## config.mk

```make
export PLATFORM = sky130hd
export DESIGN_NAME = lbr_drain_reader_flat
export DESIGN_NICKNAME = d
export VERILOG_FILES = /design/src/rtl/lbr_drain_if.sv /design/src/rtl/lbr_drain_reader.sv /design/src/flat_wrapper.sv
export SDC_FILE = /design/constraint.sdc
export NUM_CORES = 1
export LEC_CHECK = 0
export BUFFER_PORTS_ARGS = -buffer_cell sky130_fd_sc_hd__buf_4
export CAP_MARGIN = 20
export CELL_PAD_IN_SITES_DETAIL_PLACEMENT = 0
export CELL_PAD_IN_SITES_GLOBAL_PLACEMENT = 2
export CORE_MARGIN = 2
export CORE_UTILIZATION = 24
export DETAILED_ROUTE_END_ITERATION = 6
export PLACE_DENSITY = 0.85
export SYNTH_ARGS = -nofsm -noshare
export SYNTH_HDL_FRONTEND = slang
export SYNTH_SLANG_ARGS = --single-unit
```

## constraint.sdc

```tcl
create_clock -name clock -period 1.6 [get_ports clock]
set_clock_uncertainty 0.15 [all_clocks]
set_input_delay 0.48 -clock clock [delete_from_list [all_inputs] [get_ports clock]]
set_output_delay 0.48 -clock clock [all_outputs]
set_load 0.03 [all_outputs]
```

## src/rtl/lbr_drain_if.sv

```systemverilog
// Bundled LBR read port and record stream between the drain reader (master)
// and the LBR unit / downstream sink (slave).
interface lbr_drain_if #(
    parameter int DATA_WIDTH   = 16,
    parameter int ADDRESS_BITS = 12,
    parameter int INDEX_BITS   = 3
);
    logic [1:0]              lbr_req;
    logic [DATA_WIDTH-1:0]   lbr_addr;
    logic [DATA_WIDTH-1:0]   lbr_data;
    logic                    out_valid;
    logic                    out_ready;
    logic [ADDRESS_BITS-1:0] out_from;
    logic [ADDRESS_BITS-1:0] out_to;
    logic [INDEX_BITS-1:0]   out_index;

    modport master (
        output lbr_req,
        output lbr_addr,
        input  lbr_data,
        output out_valid,
        input  out_ready,
        output out_from,
        output out_to,
        output out_index
    );

    modport slave (
        input  lbr_req,
        input  lbr_addr,
        output lbr_data,
        input  out_valid,
        output out_ready,
        input  out_from,
        input  out_to,
        input  out_index
    );
endinterface

```

## src/rtl/lbr_drain_reader.sv

```systemverilog
// Walks every LBR entry, pairs source/target PCs and streams them as records.
// Define LBR_CLEAR_ON_DRAIN_EN to issue a one-cycle LBR clear before done.
module lbr_drain_reader #(
    parameter int DATA_WIDTH   = 16,
    parameter int ADDRESS_BITS = 12,
    parameter int LBR_DEPTH    = 8
) (
    input  logic        clock,
    input  logic        reset,
    input  logic        start,
    input  logic        stall,
    lbr_drain_if.master bus,
    output logic        busy,
    output logic        done
);
    localparam int INDEX_BITS = $clog2(LBR_DEPTH);
    localparam logic [INDEX_BITS-1:0] LAST_INDEX = INDEX_BITS'(LBR_DEPTH - 1);

    localparam logic [1:0] REQ_NONE  = 2'b00;
    localparam logic [1:0] REQ_READ  = 2'b10;
    localparam logic [1:0] REQ_CLEAR = 2'b11;

    typedef enum logic [2:0] {
        IDLE       = 3'd0,
        REQ_FROM   = 3'd1,
        CAP_FROM   = 3'd2,
        REQ_TO     = 3'd3,
        CAP_TO     = 3'd4,
        EMIT       = 3'd5,
        FINISH     = 3'd6,
        CLEAR_DONE = 3'd7
    } state_t;

    state_t                  state_q, state_d;
    logic [INDEX_BITS-1:0]   counter_q, counter_d;
    logic [ADDRESS_BITS-1:0] from_q, from_d;
    logic [ADDRESS_BITS-1:0] to_q, to_d;

    always_ff @(posedge clock) begin
        if (reset) begin
            state_q   <= IDLE;
            counter_q <= '0;
            from_q    <= '0;
            to_q      <= '0;
        end else begin
            state_q   <= state_d;
            counter_q <= counter_d;
            from_q    <= from_d;
            to_q      <= to_d;
        end
    end

    // Read data arrives one cycle after a request, so each CAP state samples it.
    always_comb begin
        state_d   = state_q;
        counter_d = counter_q;
        from_d    = from_q;
        to_d      = to_q;
        unique case (state_q)
            IDLE: begin
                if (start) begin
                    counter_d = '0;
                    state_d   = REQ_FROM;
                end
            end
            REQ_FROM: begin
                if (!stall) state_d = CAP_FROM;
            end
            CAP_FROM: begin
                from_d  = bus.lbr_data[ADDRESS_BITS-1:0];
                state_d = REQ_TO;
            end
            REQ_TO: begin
                if (!stall) state_d = CAP_TO;
            end
            CAP_TO: begin
                to_d    = bus.lbr_data[ADDRESS_BITS-1:0];
                state_d = EMIT;
            end
            EMIT: begin
                if (bus.out_ready) begin
                    if (counter_q == LAST_INDEX) begin
                        state_d = FINISH;
                    end else begin
                        counter_d = counter_q + INDEX_BITS'(1);
                        state_d   = REQ_FROM;
                    end
                end
            end
            FINISH: begin
`ifdef LBR_CLEAR_ON_DRAIN_EN
                if (!stall) state_d = CLEAR_DONE;
`else
                state_d = IDLE;
`endif
            end
            CLEAR_DONE: begin
                state_d = IDLE;
            end
            default: begin
                state_d = IDLE;
            end
        endcase
    end

    // Word 2k is the source PC of entry k and word 2k+1 its target PC.
    always_comb begin
        bus.lbr_req   = REQ_NONE;
        bus.lbr_addr  = '0;
        bus.out_valid = 1'b0;
        bus.out_index = '0;
        bus.out_from  = from_q;
        bus.out_to    = to_q;
        busy          = 1'b0;
        done          = 1'b0;
        unique case (state_q)
            REQ_FROM: begin
                busy = 1'b1;
                if (!stall) begin
                    bus.lbr_req  = REQ_READ;
                    bus.lbr_addr = DATA_WIDTH'({counter_q, 1'b0});
                end
            end
            REQ_TO: begin
                busy = 1'b1;
                if (!stall) begin
                    bus.lbr_req  = REQ_READ;
                    bus.lbr_addr = DATA_WIDTH'({counter_q, 1'b1});
                end
            end
            CAP_FROM, CAP_TO: begin
                busy = 1'b1;
            end
            EMIT: begin
                busy          = 1'b1;
                bus.out_valid = 1'b1;
                bus.out_index = counter_q;
            end
            FINISH: begin
`ifdef LBR_CLEAR_ON_DRAIN_EN
                busy = 1'b1;
                if (!stall) bus.lbr_req = REQ_CLEAR;
`else
                done = 1'b1;
`endif
            end
            CLEAR_DONE: begin
                done = 1'b1;
            end
            default: begin
            end
        endcase
    end
endmodule

```

## src/flat_wrapper.sv

```systemverilog
// flat-port wrapper written by rule: the top's interface ports become plain ports
module lbr_drain_reader_flat 
#(
    parameter int DATA_WIDTH   = 16,
    parameter int ADDRESS_BITS = 12,
    parameter int LBR_DEPTH    = 8
)
  (clock, reset, start, stall, busy, done, bus_lbr_req, bus_lbr_addr, bus_lbr_data, bus_out_valid, bus_out_ready, bus_out_from, bus_out_to, bus_out_index);
  lbr_drain_if #(.DATA_WIDTH(DATA_WIDTH), .ADDRESS_BITS(ADDRESS_BITS)) bus_i ();
  input  logic clock;
  input  logic reset;
  input  logic start;
  input  logic stall;
  output logic busy;
  output logic done;
  output wire logic [$bits(bus_i.lbr_req)-1:0] bus_lbr_req;
  output wire logic [$bits(bus_i.lbr_addr)-1:0] bus_lbr_addr;
  input wire logic [$bits(bus_i.lbr_data)-1:0] bus_lbr_data;
  output wire logic [$bits(bus_i.out_valid)-1:0] bus_out_valid;
  input wire logic [$bits(bus_i.out_ready)-1:0] bus_out_ready;
  output wire logic [$bits(bus_i.out_from)-1:0] bus_out_from;
  output wire logic [$bits(bus_i.out_to)-1:0] bus_out_to;
  output wire logic [$bits(bus_i.out_index)-1:0] bus_out_index;
  assign bus_lbr_req = bus_i.lbr_req;
  assign bus_lbr_addr = bus_i.lbr_addr;
  assign bus_i.lbr_data = bus_lbr_data;
  assign bus_out_valid = bus_i.out_valid;
  assign bus_i.out_ready = bus_out_ready;
  assign bus_out_from = bus_i.out_from;
  assign bus_out_to = bus_i.out_to;
  assign bus_out_index = bus_i.out_index;
  lbr_drain_reader #(.DATA_WIDTH(DATA_WIDTH), .ADDRESS_BITS(ADDRESS_BITS), .LBR_DEPTH(LBR_DEPTH)) u_core (.clock(clock), .reset(reset), .start(start), .stall(stall), .bus(bus_i), .busy(busy), .done(done));
endmodule
```

==> results.yml <==
layout:
  drive_gt1_frac: 0.4865
  syn_to_final_growth_pct: 55.30
  num-nets-final: 244
  num_antenna_cells: 0
  final_common_cell: "buf_4"
  final_cell_mix: "buf_4, dfxtp_1, mux2i_1"
  fin_area_um2: 2273
clocking:
  clk_latency_ns: 0.27
  cts_hold_buf: 0
  clk_pin_slew_worst_paths_ns: 0.06
  clk_path_buf_depth: 2
  cts_sinks: 30
  htreeDepth: 2
  root_buffer: "clkbuf_8"
  cts_made_buffers: 5
  cts_tree: "yes"
placed_design:
  hpwl_um: 2417
  dpl_cell_area_um2: 2031
  place_congestion: 0.7435
  io_buffers: 51
critical_path:
  r2r_slack_ns: -0.15
  crit_fanout: 5
  slowest_delay_ns: 0.34
  critPathRequiredTime_ns: 0.97
  cp_slowest_cell: "dfxtp_4"
  worstSetupEndpointType: "output pin"
  rr_worst_depth: 5
  arrival_ns: 1.24
  path_buf_inv: 1
  crit_chain: "and2b_1, and2b_4, and2_4, buf_6"
  rr_startpoint: "u_core.state_q[0]"
  crit_type: "reg -> out"
  r2r-end: "u_core.counter_q[0]"
  cp_top_family: "simple AND/OR/NAND/NOR gates"
  crit_path_start_kind: "flip-flop"
synthesis:
  synth_cells: 146
  synth_area_per_cell_um2: 10.03
  yosysTopAreaCell: "dfxtp_1"
  synth_area_um2: 1464
  yosysSeqAreaShare: 0.4103
  synth.area.top_cells: "dfxtp_1, mux2i_1, buf_4"
  async_flop_share: 0
  synth-edff-count: 0
  ys_ff_latch: 30
  yosysTopAreaCellShare: 0.4103
  yosys_most_used_dff: "dfxtp_1"
  yosys_warnings: 0
  ys_types: 35
status:
  violations: "setup timing"
  status: "complete, but fails checks"
detailed_routing:
  drt_first_pass_iters: 4
  vias: 1210
  viasPerCell: 4.074
  wl_per_cell_um: 11.40
  wl_met1_um: 1439
  drt_iter0_drc: 48
  wl_met3_um: 200
  route.met2.wl_um: 1720
  wirelength_um: 3386
  top_layer: "met4"
  ant_nets: 0
  drc_errors: 0
floorplan:
  die-height_um: 82.10
  die_w_um: 82.10
  coreArea_um2: 5921
  ios: 69
  start_util: 0.2473
  dieArea_um2: 6740
  placementRows: 28
min_path:
  holdPathEnd: "u_core.bus.out_to[2]"
  min_from: "bus_lbr_data[2]"
  min_path_type: "in -> reg"
  min_delay_path_depth: 3
global_route:
  grt_pass1_vias: 1086
  grt_pass1_wl_um: 5278
  antenna_found_initial: 0
  grt_max_degree: 20
  grt_use_total: 0.1032
  grt-ovfl-total: 0
timing:
  drv_slew: 0
  finalCriticalPeriod_ns: 1.867
  fmaxAchievable_mhz: 535.7
  rsz0062_at_grt: "yes"
  fin_crit_sh: 1.167
  setup_viol: 38
  final_hold_viol_count: 0
  worst_slack_ns: -0.2666
  tns_ns: -3.788
power:
  peakVddDrop_uv: 255.9
  leakagePower_nw: 1.057
  power_density_nw_per_um2: 808.0
flow_run:
  maxCapViolCount: 0
## metal layers
layer / GRT usage / vias up
met1: 0.1292 / 558
li1: - / 616
met5: 0 / -
met3: 0.03152 / 2
met2: 0.1707 / 34
met4: 0.03000 / 0
## repair_timing
item                                    in CTS  in global routing
gates cloned                                 1                  0
pin swaps                                    9                  6
hold endpoints to repair                     0                  0
endpoints found under the setup margin      26                 38
setup buffers                                8                  0
gates resized for setup                     26                  2
## worst max path at each step
stage | start | end | slack (ns) | depth (start not counted)
2_1_floorplan | stall | bus_lbr_addr[0] | -0.16 | 3
3_3_place_gp | stall | bus_lbr_addr[3] | -0.27 | 5
3_5_place_dp | stall | bus_lbr_addr[2] | -0.28 | 5
4_1_cts | u_core.state_q[0] | bus_lbr_addr[0] | -0.28 | 4
5_1_grt | u_core.state_q[0] | bus_lbr_addr[3] | -0.32 | 4
6_report | u_core.state_q[0] | bus_lbr_addr[3] | -0.27 | 4
## sequential cells by signal, summed over array words and instances, names as in the netlist
signal / flops
u_core.state_q: 3
u_core.bus.out_to: 12
u_core.bus.out_from: 12
u_core.counter_q: 3
## layout make-up
class                   instances  area, um2
clock inverters                 1      5.005
repair buffers                 77      646.9
inverters                       2      10.01
multi-input cells             105      819.5
clock buffers                   7      86.33
well taps                      75      93.84
fillers                       600       3647
flip-flops and latches         30      611.8
## kinds of logic after synthesis
family	share of synthesized area
muxes	0.1880
xor gates and xnor gates	0.005984
adders and majority gates	0.01709
other	0.002562
and+or+nand+nor	0.2162
DFF	0.4103
buffers and inverters	0.1111
AOI/OAI and AO/OA	0.04872
## cells in the mapped netlist (all sizes together), types with 2 or more instances
| cell type | instances |
|---|---|
| buf | 19 |
| inv | 2 |
| nor2 | 25 |
| and2b | 2 |
| nor3 | 2 |
| nand3 | 2 |
| dfxtp | 30 |
| nor2b | 2 |
| mux2i | 26 |
| nand4b | 2 |
| nor3b | 2 |
| nand2b | 2 |
| a21oi | 2 |
| and2 | 8 |
| clkbuf | 2 |
| nand2 | 4 |
| ha | 2 |
## power by group
| group | switching (W) | internal (W) | total [W] |
|---|---|---|---|
| clock network | 0.000267 | 0.000346 | 0.000613 |
| registers | 0.0000183 | 0.000773 | 0.000791 |
| logic | 0.000231 | 0.000201 | 0.000433 |
## metrics by stage
| step | setup slack (ns) | power (W) | utilization | hold slack (ns) | std cells |
|---|---|---|---|---|---|
| after floorplan | -0.1559 | 0.001082 | - | 0.3146 | 158 |
| after global placement | -0.2655 | 0.001193 | 0.3430 | 0.3283 | 282 |
| after detailed placement | -0.2797 | 0.001196 | 0.3430 | 0.3350 | 282 |
| after CTS | -0.2778 | 0.001879 | 0.3910 | 0.2956 | 299 |
| after global routing | -0.3158 | 0.001936 | 0.3840 | 0.2936 | 297 |
| final | -0.2666 | 0.001837 | 0.3840 | 0.3018 | 297 |
## worst register-to-register path, cell delays in order, from the launching register on
cell     delay, ns
dfxtp_4       0.34
buf_4         0.15
buf_6         0.13
or3b_4        0.40
a21oi_4       0.16
mux2_4        0.31
Note: power is estimated with default switching activity, not from simulation.
